[src/rtl/wb_pkg.sv]
// wb_pkg: shared defaults and types for the register-file write-back unit.
package wb_pkg;

  // Default register index and data widths
  localparam int WB_ADDRESS_WIDTH = 5;
  localparam int WB_DATA_WIDTH    = 32;

  // Index of the hard-wired zero register; writes to it are suppressed
  localparam int unsigned REG_ZERO = 0;

  // One pending write: destination register and its value
  typedef struct packed {
    logic [WB_ADDRESS_WIDTH-1:0] rd;
    logic [WB_DATA_WIDTH-1:0]    data;
  } wb_entry_t;

endpackage

[src/rtl/wb_unit_if.sv]
// wb_unit_if: ALU/load/register-file/decode signals of the write-back unit.
// Optional forwarding ports exist only when WB_FORWARD_EN is defined.
interface wb_unit_if
  import wb_pkg::*;
#(
  parameter int ADDRESS_WIDTH = WB_ADDRESS_WIDTH,
  parameter int DATA_WIDTH    = WB_DATA_WIDTH
) ();

  logic                     alu_valid;
  logic                     alu_ready;
  logic [ADDRESS_WIDTH-1:0] alu_rd;
  logic [DATA_WIDTH-1:0]    alu_data;
  logic                     ld_issue;
  logic                     ld_issue_ready;
  logic [ADDRESS_WIDTH-1:0] ld_issue_rd;
  logic                     ld_resp_valid;
  logic [DATA_WIDTH-1:0]    ld_resp_data;
  logic                     we3;
  logic [ADDRESS_WIDTH-1:0] ad3;
  logic [DATA_WIDTH-1:0]    wd3;
  logic [ADDRESS_WIDTH-1:0] ad1;
  logic [ADDRESS_WIDTH-1:0] ad2;
  logic                     busy1;
  logic                     busy2;
  logic                     err;
`ifdef WB_FORWARD_EN
  logic                     fwd1_valid;
  logic                     fwd2_valid;
  logic [DATA_WIDTH-1:0]    fwd1_data;
  logic [DATA_WIDTH-1:0]    fwd2_data;
`endif

  // Pipeline side: offers results and load traffic, observes the write port
  modport master (
    output alu_valid, alu_rd, alu_data, ld_issue, ld_issue_rd, ld_resp_valid, ld_resp_data, ad1, ad2,
`ifdef WB_FORWARD_EN
    input  fwd1_valid, fwd2_valid, fwd1_data, fwd2_data,
`endif
    input  alu_ready, ld_issue_ready, we3, ad3, wd3, busy1, busy2, err
  );

  // Write-back unit side
  modport slave (
    input  alu_valid, alu_rd, alu_data, ld_issue, ld_issue_rd, ld_resp_valid, ld_resp_data, ad1, ad2,
`ifdef WB_FORWARD_EN
    output fwd1_valid, fwd2_valid, fwd1_data, fwd2_data,
`endif
    output alu_ready, ld_issue_ready, we3, ad3, wd3, busy1, busy2, err
  );

endinterface

[src/rtl/wb_tag_fifo.sv]
// wb_tag_fifo: in-order FIFO of destination register indices for outstanding
// loads, with per-entry match vectors against two decode read addresses.
module wb_tag_fifo
  import wb_pkg::*;
#(
  parameter int DEPTH = 4,
  parameter int AW    = WB_ADDRESS_WIDTH
) (
  input  logic             clk,
  input  logic             rst,
  input  logic             push,
  input  logic [AW-1:0]    push_rd,
  input  logic             pop,
  output logic             full,
  output logic             empty,
  output logic [AW-1:0]    head,
  input  logic [AW-1:0]    q1,
  input  logic [AW-1:0]    q2,
  output logic [DEPTH-1:0] match1,
  output logic [DEPTH-1:0] match2
);

  localparam int PW = $clog2(DEPTH);

  logic [AW-1:0]    mem_r [DEPTH];
  logic [DEPTH-1:0] vld_r;
  logic [PW-1:0]    wr_ptr_r;
  logic [PW-1:0]    rd_ptr_r;
  logic             push_ok_s;
  logic             pop_ok_s;
  logic [DEPTH-1:0] vld_next_s;

  assign full  = &vld_r;
  assign empty = ~|vld_r;
  assign head  = mem_r[rd_ptr_r];

  // Guard push/pop against full/empty and compute next per-slot valid bits
  always_comb begin
    push_ok_s  = push && !full;
    pop_ok_s   = pop && !empty;
    vld_next_s = (vld_r & ~(DEPTH'(pop_ok_s) << rd_ptr_r)) | (DEPTH'(push_ok_s) << wr_ptr_r);
  end

  // Per-entry match of valid tags against both query addresses
  always_comb begin
    match1 = '0;
    match2 = '0;
    for (int i = 0; i < DEPTH; i++) begin
      match1[i] = vld_r[i] && (mem_r[i] == q1);
      match2[i] = vld_r[i] && (mem_r[i] == q2);
    end
  end

  // Storage, pointers and valid bits
  always_ff @(posedge clk) begin
    if (rst) begin
      vld_r    <= '0;
      wr_ptr_r <= '0;
      rd_ptr_r <= '0;
      for (int i = 0; i < DEPTH; i++) begin
        mem_r[i] <= '0;
      end
    end else begin
      vld_r <= vld_next_s;
      if (push_ok_s) begin
        mem_r[wr_ptr_r] <= push_rd;
        wr_ptr_r        <= wr_ptr_r + PW'(1);
      end
      if (pop_ok_s) begin
        rd_ptr_r <= rd_ptr_r + PW'(1);
      end
    end
  end

endmodule

[src/rtl/wb_unit.sv]
// wb_unit: single writer of the register-file write port. Merges buffered ALU
// results with in-order load returns (loads win), tracks pending destinations
// for decode hazard stalls, and flags responses with no outstanding load.
// Optional feature macro: WB_FORWARD_EN (forward the write register to decode).
module wb_unit
  import wb_pkg::*;
#(
  parameter int ADDRESS_WIDTH = WB_ADDRESS_WIDTH,
  parameter int DATA_WIDTH    = WB_DATA_WIDTH,
  parameter int LD_DEPTH      = 4
) (
  input logic      clk,
  input logic      rst,
  wb_unit_if.slave bus
);

  localparam logic [ADDRESS_WIDTH-1:0] ZERO_RD = ADDRESS_WIDTH'(REG_ZERO);

  // Two-entry ALU result buffer
  logic [1:0]               alu_vld_r;
  logic [ADDRESS_WIDTH-1:0] alu_rd_r   [2];
  logic [DATA_WIDTH-1:0]    alu_data_r [2];
  logic                     alu_wr_ptr_r;
  logic                     alu_rd_ptr_r;
  logic [1:0]               alu_vld_next_s;

  // Write port and error flag
  logic                     we3_r;
  logic [ADDRESS_WIDTH-1:0] ad3_r;
  logic [DATA_WIDTH-1:0]    wd3_r;
  logic                     err_r;

  // Tag FIFO view
  logic                     tag_full_s;
  logic                     tag_empty_s;
  logic [ADDRESS_WIDTH-1:0] tag_head_s;
  logic [LD_DEPTH-1:0]      tag_m1_s;
  logic [LD_DEPTH-1:0]      tag_m2_s;

  // Per-cycle decisions
  logic                     alu_enq_s;
  logic                     alu_deq_s;
  logic                     tag_push_s;
  logic                     ld_win_s;
  logic                     resp_orphan_s;
  logic                     alu_m1_s;
  logic                     alu_m2_s;
  logic                     wr_m1_s;
  logic                     wr_m2_s;

  wb_tag_fifo #(
    .DEPTH (LD_DEPTH),
    .AW    (ADDRESS_WIDTH)
  ) u_tag_fifo (
    .clk     (clk),
    .rst     (rst),
    .push    (tag_push_s),
    .push_rd (bus.ld_issue_rd),
    .pop     (ld_win_s),
    .full    (tag_full_s),
    .empty   (tag_empty_s),
    .head    (tag_head_s),
    .q1      (bus.ad1),
    .q2      (bus.ad2),
    .match1  (tag_m1_s),
    .match2  (tag_m2_s)
  );

  // Handshakes and write-port arbitration; a load response always beats the ALU
  always_comb begin
    alu_enq_s      = bus.alu_valid && !(&alu_vld_r) && (bus.alu_rd != ZERO_RD);
    tag_push_s     = bus.ld_issue && !tag_full_s;
    ld_win_s       = bus.ld_resp_valid && !tag_empty_s;
    resp_orphan_s  = bus.ld_resp_valid && tag_empty_s;
    alu_deq_s      = !ld_win_s && (|alu_vld_r);
    alu_vld_next_s = (alu_vld_r & ~(2'(alu_deq_s) << alu_rd_ptr_r)) | (2'(alu_enq_s) << alu_wr_ptr_r);
  end

  // ALU buffer storage and pointers
  always_ff @(posedge clk) begin
    if (rst) begin
      alu_vld_r    <= 2'b00;
      alu_wr_ptr_r <= 1'b0;
      alu_rd_ptr_r <= 1'b0;
      for (int i = 0; i < 2; i++) begin
        alu_rd_r[i]   <= '0;
        alu_data_r[i] <= '0;
      end
    end else begin
      alu_vld_r <= alu_vld_next_s;
      if (alu_enq_s) begin
        alu_rd_r[alu_wr_ptr_r]   <= bus.alu_rd;
        alu_data_r[alu_wr_ptr_r] <= bus.alu_data;
        alu_wr_ptr_r             <= ~alu_wr_ptr_r;
      end
      if (alu_deq_s) begin
        alu_rd_ptr_r <= ~alu_rd_ptr_r;
      end
    end
  end

  // Write-port register: load return first, then ALU buffer head, else idle
  always_ff @(posedge clk) begin
    if (rst) begin
      we3_r <= 1'b0;
      ad3_r <= '0;
      wd3_r <= '0;
    end else if (ld_win_s) begin
      we3_r <= (tag_head_s != ZERO_RD);
      ad3_r <= tag_head_s;
      wd3_r <= bus.ld_resp_data;
    end else if (alu_deq_s) begin
      we3_r <= 1'b1;
      ad3_r <= alu_rd_r[alu_rd_ptr_r];
      wd3_r <= alu_data_r[alu_rd_ptr_r];
    end else begin
      we3_r <= 1'b0;
    end
  end

  // Sticky flag for a load response arriving with nothing outstanding
  always_ff @(posedge clk) begin
    if (rst) begin
      err_r <= 1'b0;
    end else if (resp_orphan_s) begin
      err_r <= 1'b1;
    end else begin
      err_r <= err_r;
    end
  end

  // Pending-write lookups for both decode read addresses
  always_comb begin
    alu_m1_s = 1'b0;
    alu_m2_s = 1'b0;
    for (int i = 0; i < 2; i++) begin
      alu_m1_s = alu_m1_s | (alu_vld_r[i] && (alu_rd_r[i] == bus.ad1));
      alu_m2_s = alu_m2_s | (alu_vld_r[i] && (alu_rd_r[i] == bus.ad2));
    end
    wr_m1_s = we3_r && (ad3_r == bus.ad1);
    wr_m2_s = we3_r && (ad3_r == bus.ad2);
  end

  assign bus.we3            = we3_r;
  assign bus.ad3            = ad3_r;
  assign bus.wd3            = wd3_r;
  assign bus.err            = err_r;
  assign bus.alu_ready      = !(&alu_vld_r);
  assign bus.ld_issue_ready = !tag_full_s;

`ifdef WB_FORWARD_EN
  // The register being written is forwarded, so it no longer stalls decode
  assign bus.busy1      = (bus.ad1 != ZERO_RD) && ((|tag_m1_s) || alu_m1_s);
  assign bus.busy2      = (bus.ad2 != ZERO_RD) && ((|tag_m2_s) || alu_m2_s);
  assign bus.fwd1_valid = wr_m1_s && (bus.ad1 != ZERO_RD);
  assign bus.fwd2_valid = wr_m2_s && (bus.ad2 != ZERO_RD);
  assign bus.fwd1_data  = wd3_r;
  assign bus.fwd2_data  = wd3_r;
`else
  assign bus.busy1 = (bus.ad1 != ZERO_RD) && ((|tag_m1_s) || alu_m1_s || wr_m1_s);
  assign bus.busy2 = (bus.ad2 != ZERO_RD) && ((|tag_m2_s) || alu_m2_s || wr_m2_s);
`endif

endmodule
[src/flat_wrapper.sv]
// flat-port wrapper written by rule: the top's interface ports become plain ports
module wb_unit_flat import wb_pkg::*;
#(
  parameter int ADDRESS_WIDTH = WB_ADDRESS_WIDTH,
  parameter int DATA_WIDTH    = WB_DATA_WIDTH,
  parameter int LD_DEPTH      = 4
)
  (clk, rst, bus_alu_valid, bus_alu_rd, bus_alu_data, bus_ld_issue, bus_ld_issue_rd, bus_ld_resp_valid, bus_ld_resp_data, bus_ad1, bus_ad2, bus_alu_ready, bus_ld_issue_ready, bus_we3, bus_ad3, bus_wd3, bus_busy1, bus_busy2, bus_err);
  wb_unit_if #(.ADDRESS_WIDTH(ADDRESS_WIDTH), .DATA_WIDTH(DATA_WIDTH)) bus_i ();
  input logic clk;
  input logic rst;
  input wire logic [$bits(bus_i.alu_valid)-1:0] bus_alu_valid;
  input wire logic [$bits(bus_i.alu_rd)-1:0] bus_alu_rd;
  input wire logic [$bits(bus_i.alu_data)-1:0] bus_alu_data;
  input wire logic [$bits(bus_i.ld_issue)-1:0] bus_ld_issue;
  input wire logic [$bits(bus_i.ld_issue_rd)-1:0] bus_ld_issue_rd;
  input wire logic [$bits(bus_i.ld_resp_valid)-1:0] bus_ld_resp_valid;
  input wire logic [$bits(bus_i.ld_resp_data)-1:0] bus_ld_resp_data;
  input wire logic [$bits(bus_i.ad1)-1:0] bus_ad1;
  input wire logic [$bits(bus_i.ad2)-1:0] bus_ad2;
  output wire logic [$bits(bus_i.alu_ready)-1:0] bus_alu_ready;
  output wire logic [$bits(bus_i.ld_issue_ready)-1:0] bus_ld_issue_ready;
  output wire logic [$bits(bus_i.we3)-1:0] bus_we3;
  output wire logic [$bits(bus_i.ad3)-1:0] bus_ad3;
  output wire logic [$bits(bus_i.wd3)-1:0] bus_wd3;
  output wire logic [$bits(bus_i.busy1)-1:0] bus_busy1;
  output wire logic [$bits(bus_i.busy2)-1:0] bus_busy2;
  output wire logic [$bits(bus_i.err)-1:0] bus_err;
  assign bus_i.alu_valid = bus_alu_valid;
  assign bus_i.alu_rd = bus_alu_rd;
  assign bus_i.alu_data = bus_alu_data;
  assign bus_i.ld_issue = bus_ld_issue;
  assign bus_i.ld_issue_rd = bus_ld_issue_rd;
  assign bus_i.ld_resp_valid = bus_ld_resp_valid;
  assign bus_i.ld_resp_data = bus_ld_resp_data;
  assign bus_i.ad1 = bus_ad1;
  assign bus_i.ad2 = bus_ad2;
  assign bus_alu_ready = bus_i.alu_ready;
  assign bus_ld_issue_ready = bus_i.ld_issue_ready;
  assign bus_we3 = bus_i.we3;
  assign bus_ad3 = bus_i.ad3;
  assign bus_wd3 = bus_i.wd3;
  assign bus_busy1 = bus_i.busy1;
  assign bus_busy2 = bus_i.busy2;
  assign bus_err = bus_i.err;
  wb_unit #(.ADDRESS_WIDTH(ADDRESS_WIDTH), .DATA_WIDTH(DATA_WIDTH), .LD_DEPTH(LD_DEPTH)) u_core (.clk(clk), .rst(rst), .bus(bus_i));
endmodule
[config.mk]
export PLATFORM = sky130hd
export DESIGN_NAME = wb_unit_flat
export DESIGN_NICKNAME = d
export VERILOG_FILES = /design/src/rtl/wb_pkg.sv /design/src/rtl/wb_unit_if.sv /design/src/rtl/wb_tag_fifo.sv /design/src/rtl/wb_unit.sv /design/src/flat_wrapper.sv
export SDC_FILE = /design/constraint.sdc
export NUM_CORES = 1
export LEC_CHECK = 0
export CORE_ASPECT_RATIO = 0.75
export CORE_MARGIN = 4
export CORE_UTILIZATION = 50
export CTS_CLUSTER_DIAMETER = 100
export DETAILED_ROUTE_END_ITERATION = 8
export PLACE_DENSITY_LB_ADDON = 0.1
export SLEW_MARGIN = 20
export SYNTH_ARGS = -nofsm -noshare
export SYNTH_HDL_FRONTEND = slang
export SYNTH_SLANG_ARGS = --single-unit
[constraint.sdc]
create_clock -name clk -period 3 [get_ports clk]
set_input_delay 0.3 -clock clk [delete_from_list [all_inputs] [get_ports clk]]
set_output_delay 0.3 -clock clk [all_outputs]
set_load 0.01 [all_outputs]
==> results.toml <==
[outcome]
status = "complete, no violations"

[yosys]
synth_nets = 753
netlist_area_sq_um = 7161
synth_top_area_cell = "edfxtp_1"
synth_seq_cells = 148
synth.avg_cell_area_sq_um = 10.85
ys_types = 37
synthTopCellsByArea = "edfxtp_1, dfxtp_1, xor2_1"
synth_cells = 660
synth-seq-area-share = 0.5452
yosys_warnings = 0
synth_top_cell_area_share = 0.3942

[run]
maxCapViolCount = 0

[global_routing]
grt_pass1_vias = 5316
grt_max_degree = 53
grt-ovfl-total = 0
met3_usage = 0.08869
use_met2 = 0.3135
grt_use_total = 0.2388
antenna_found_initial = 0
gr-usage-met1 = 0.3664
grt_busiest_layer = "met1"
grt_pass1_wl_microns = 29870

[clock_tree]
clock_sinks = 148
clockBufferDepth = 2
post_cts_buffers = 0
ctsResizeCount = 0
hold_buffers = 0
htreeDepth = 4
cts_tree = "done"
cts_root_buf = "clkbuf_16"
clk_pin_slew_ps = 60
numCtsBuffers = 17
clock_latency_ps = 430

[finish]
nFillCells = 1056
final_area_sq_um = 9206
syn_to_final_growth_pct = 28.57
antenna_cells = 0
final_layout_size_suffix_gt1_frac = 0.07741
layout.nets = 868

[die]
die_h_microns = 111.6
die_area_sq_um = 16320
rows = 37
coreArea_sq_um = 13890
die_w_microns = 146.2
initial_utilization = 0.5156
io_pins = 132

[sta]
worst_pin_slew_ps = 1027
setup_viol = 0
max_freq_mhz = 354.4
drv_slew = 0
finClkSkew_ps = 8.146
relSlewSlack = 0.3093
period_share = 0.9406
fin_crit_ps = 2822
rsz0062_at_grt = "false"
hold_viol = 0
setup-tns-final_ps = 0

[power_and_ir_drop]
leakagePower_nw = 3.471
sw_frac_of_total = 0.2861
vdd.ir_drop.worst_mv = 0.5038
p_seq_frac = 0.443
p_clk_frac = 0.350
internal-power_mw = 4.169
switching_power_mw = 1.671
comb_power_share = 0.207
powerDensity_nw_per_um2 = 634.4

[critical_path]
arrival_ps = 2520
path_class = "in -> out"
cp-start-kind = "input port"
critical_path_required_ps = 2700
critPathCaptureType = "primary output"
worstRegToRegCells = 7
critPathMaxFanout = 8

[place]
gp_congestion = 1.015
dp.final_hpwl_microns = 13740
io_buffers = 131
placed_area_sq_um = 8633

[routing]
antenna_left = 0
drcViolationCount = 0
vias = 5384
drtPass1Iterations = 5
wirelength_microns = 19120
drt-wirelength-per-cell_microns = 19.85
initialDrtViolationCount = 531
via_per_inst = 5.591

[min_path]
holdPathStages = 2
hold_path.class = "in -> reg"
## power groups by stage
stage | clock (mW) | sequential (mW) | combinational [mW]
3_5_place_dp | 0 | 2.62 | 1.20
6_report | 2.04 | 2.59 | 1.21
5_1_grt | 2.17 | 2.61 | 1.34
3_3_place_gp | 0 | 2.62 | 1.17
4_1_cts | 2.08 | 2.58 | 1.21
2_1_floorplan | 0 | 2.57 | 0.720
## state kept, by name, summed over array words and instances, names as in the netlist, named ones only
register	cells
u_core.alu_data_r	64
u_core.bus.wd3	32
u_core.u_tag_fifo.mem_r	20
u_core.alu_rd_r	10
u_core.bus.ad3	5
u_core.u_tag_fifo.vld_r	4
u_core.alu_vld_r	2
u_core.u_tag_fifo.rd_ptr_r	2
u_core.u_tag_fifo.wr_ptr_r	2
u_core.alu_rd_ptr_r	1
u_core.alu_wr_ptr_r	1
u_core.bus.err	1
u_core.bus.we3	1
## cell families after synthesis
family                     count (synthesis)  share of synthesized area
buffers and inverters                     59                    0.03827
DFF                                      148                     0.5452
adders and majority gates                  4                   0.006990
muxes                                     42                    0.06745
and+or+nand+nor                          241                     0.1700
AOI/OAI and AO/OA                         93                    0.08283
xor gates and xnor gates                  73                    0.08929
## through the flow
| step | setup WS, ps | hold WS (ps) | std cells | power [mW] | utilization |
|---|---|---|---|---|---|
| after floorplan | 164.1 | 440.7 | 660 | 3.293 | - |
| after global placement | 185.2 | 448.8 | 930 | 3.792 | 0.6196 |
| after detailed placement | 194.5 | 454.4 | 931 | 3.827 | 0.6216 |
| after CTS | 191.1 | 315.8 | 963 | 5.876 | 0.6629 |
| after global routing | 71.52 | 377.3 | 963 | 6.119 | 0.6629 |
| final | 178.1 | 349.0 | 963 | 5.840 | 0.6629 |
## synth_stat cells (all sizes together)
cell type / instances
mux2i: 37
o22a: 2
and2: 74
nand2: 12
o21ai: 4
xnor2: 16
a21o: 2
buf: 18
or3: 3
a21oi: 45
o211ai: 1
nand2b: 5
dfxtp: 54
edfxtp: 94
nor3b: 1
clkbuf: 30
nand4: 4
o21bai: 1
ha: 4
inv: 11
nor3: 3
a211oi: 37
nor2: 103
nor4: 15
or2: 2
a221oi: 1
nand3: 16
mux4: 5
or4: 3
xor2: 57
## final timing paths
check / to / slack [ps] / startpoint
worst min-delay path: flip-flop / 350 / rst
worst min register to register: u_core.bus.err / 470 / u_core.bus.err
worst max register to register: u_core.bus.wd3[19] / 310 / u_core.u_tag_fifo.vld_r[2]
worst max-delay path: bus_busy2 / 180 / bus_ad2[3]
## layout make-up
cell class / count / area (sq um) / area share
clock inverters: 15 / 147.6 / 0.01604
well taps: 175 / 219.0 / 0.02378
multi-input cells: 453 / 3007 / 0.3266
inverters: 11 / 41.29 / 0.004485
clock buffers: 17 / 425.4 / 0.04621
flip-flops and latches: 148 / 3905 / 0.4242
repair buffers: 144 / 1461 / 0.1587
## layout by cell type (no fill, tap or decap), types with 5 or more instances in the layout
master and count:
clkdlybuf4s50_1 130, nor2_1 102, edfxtp_1 94, and2_1 74, xor2_1 57, dfxtp_1 53
a21oi_1 45, mux2i_1 37, a211oi_1 37, clkbuf_16 17, xnor2_1 16, nand3_1 16
nor4_1 15, nand2_1 12, inv_1 10, buf_4 9, nand2b_1 5, mux4_2 5
clkinv_4 5
## metal layers
metal	vias to the layer above	part of all wire
met5	-	0
met2	222	0.40
li1	2550	-
met1	2593	0.48
met4	0	0.012
met3	19	0.11
## critical path: stages
cell             delay, ps
clkdlybuf4s50_1        650
xor2_1                 250
nor4_1                 400
nand3_1                120
nand3_1                110
o22a_1                 150
clkdlybuf4s50_1        540
No activity file was read; power rests on OpenSTA's default activity.
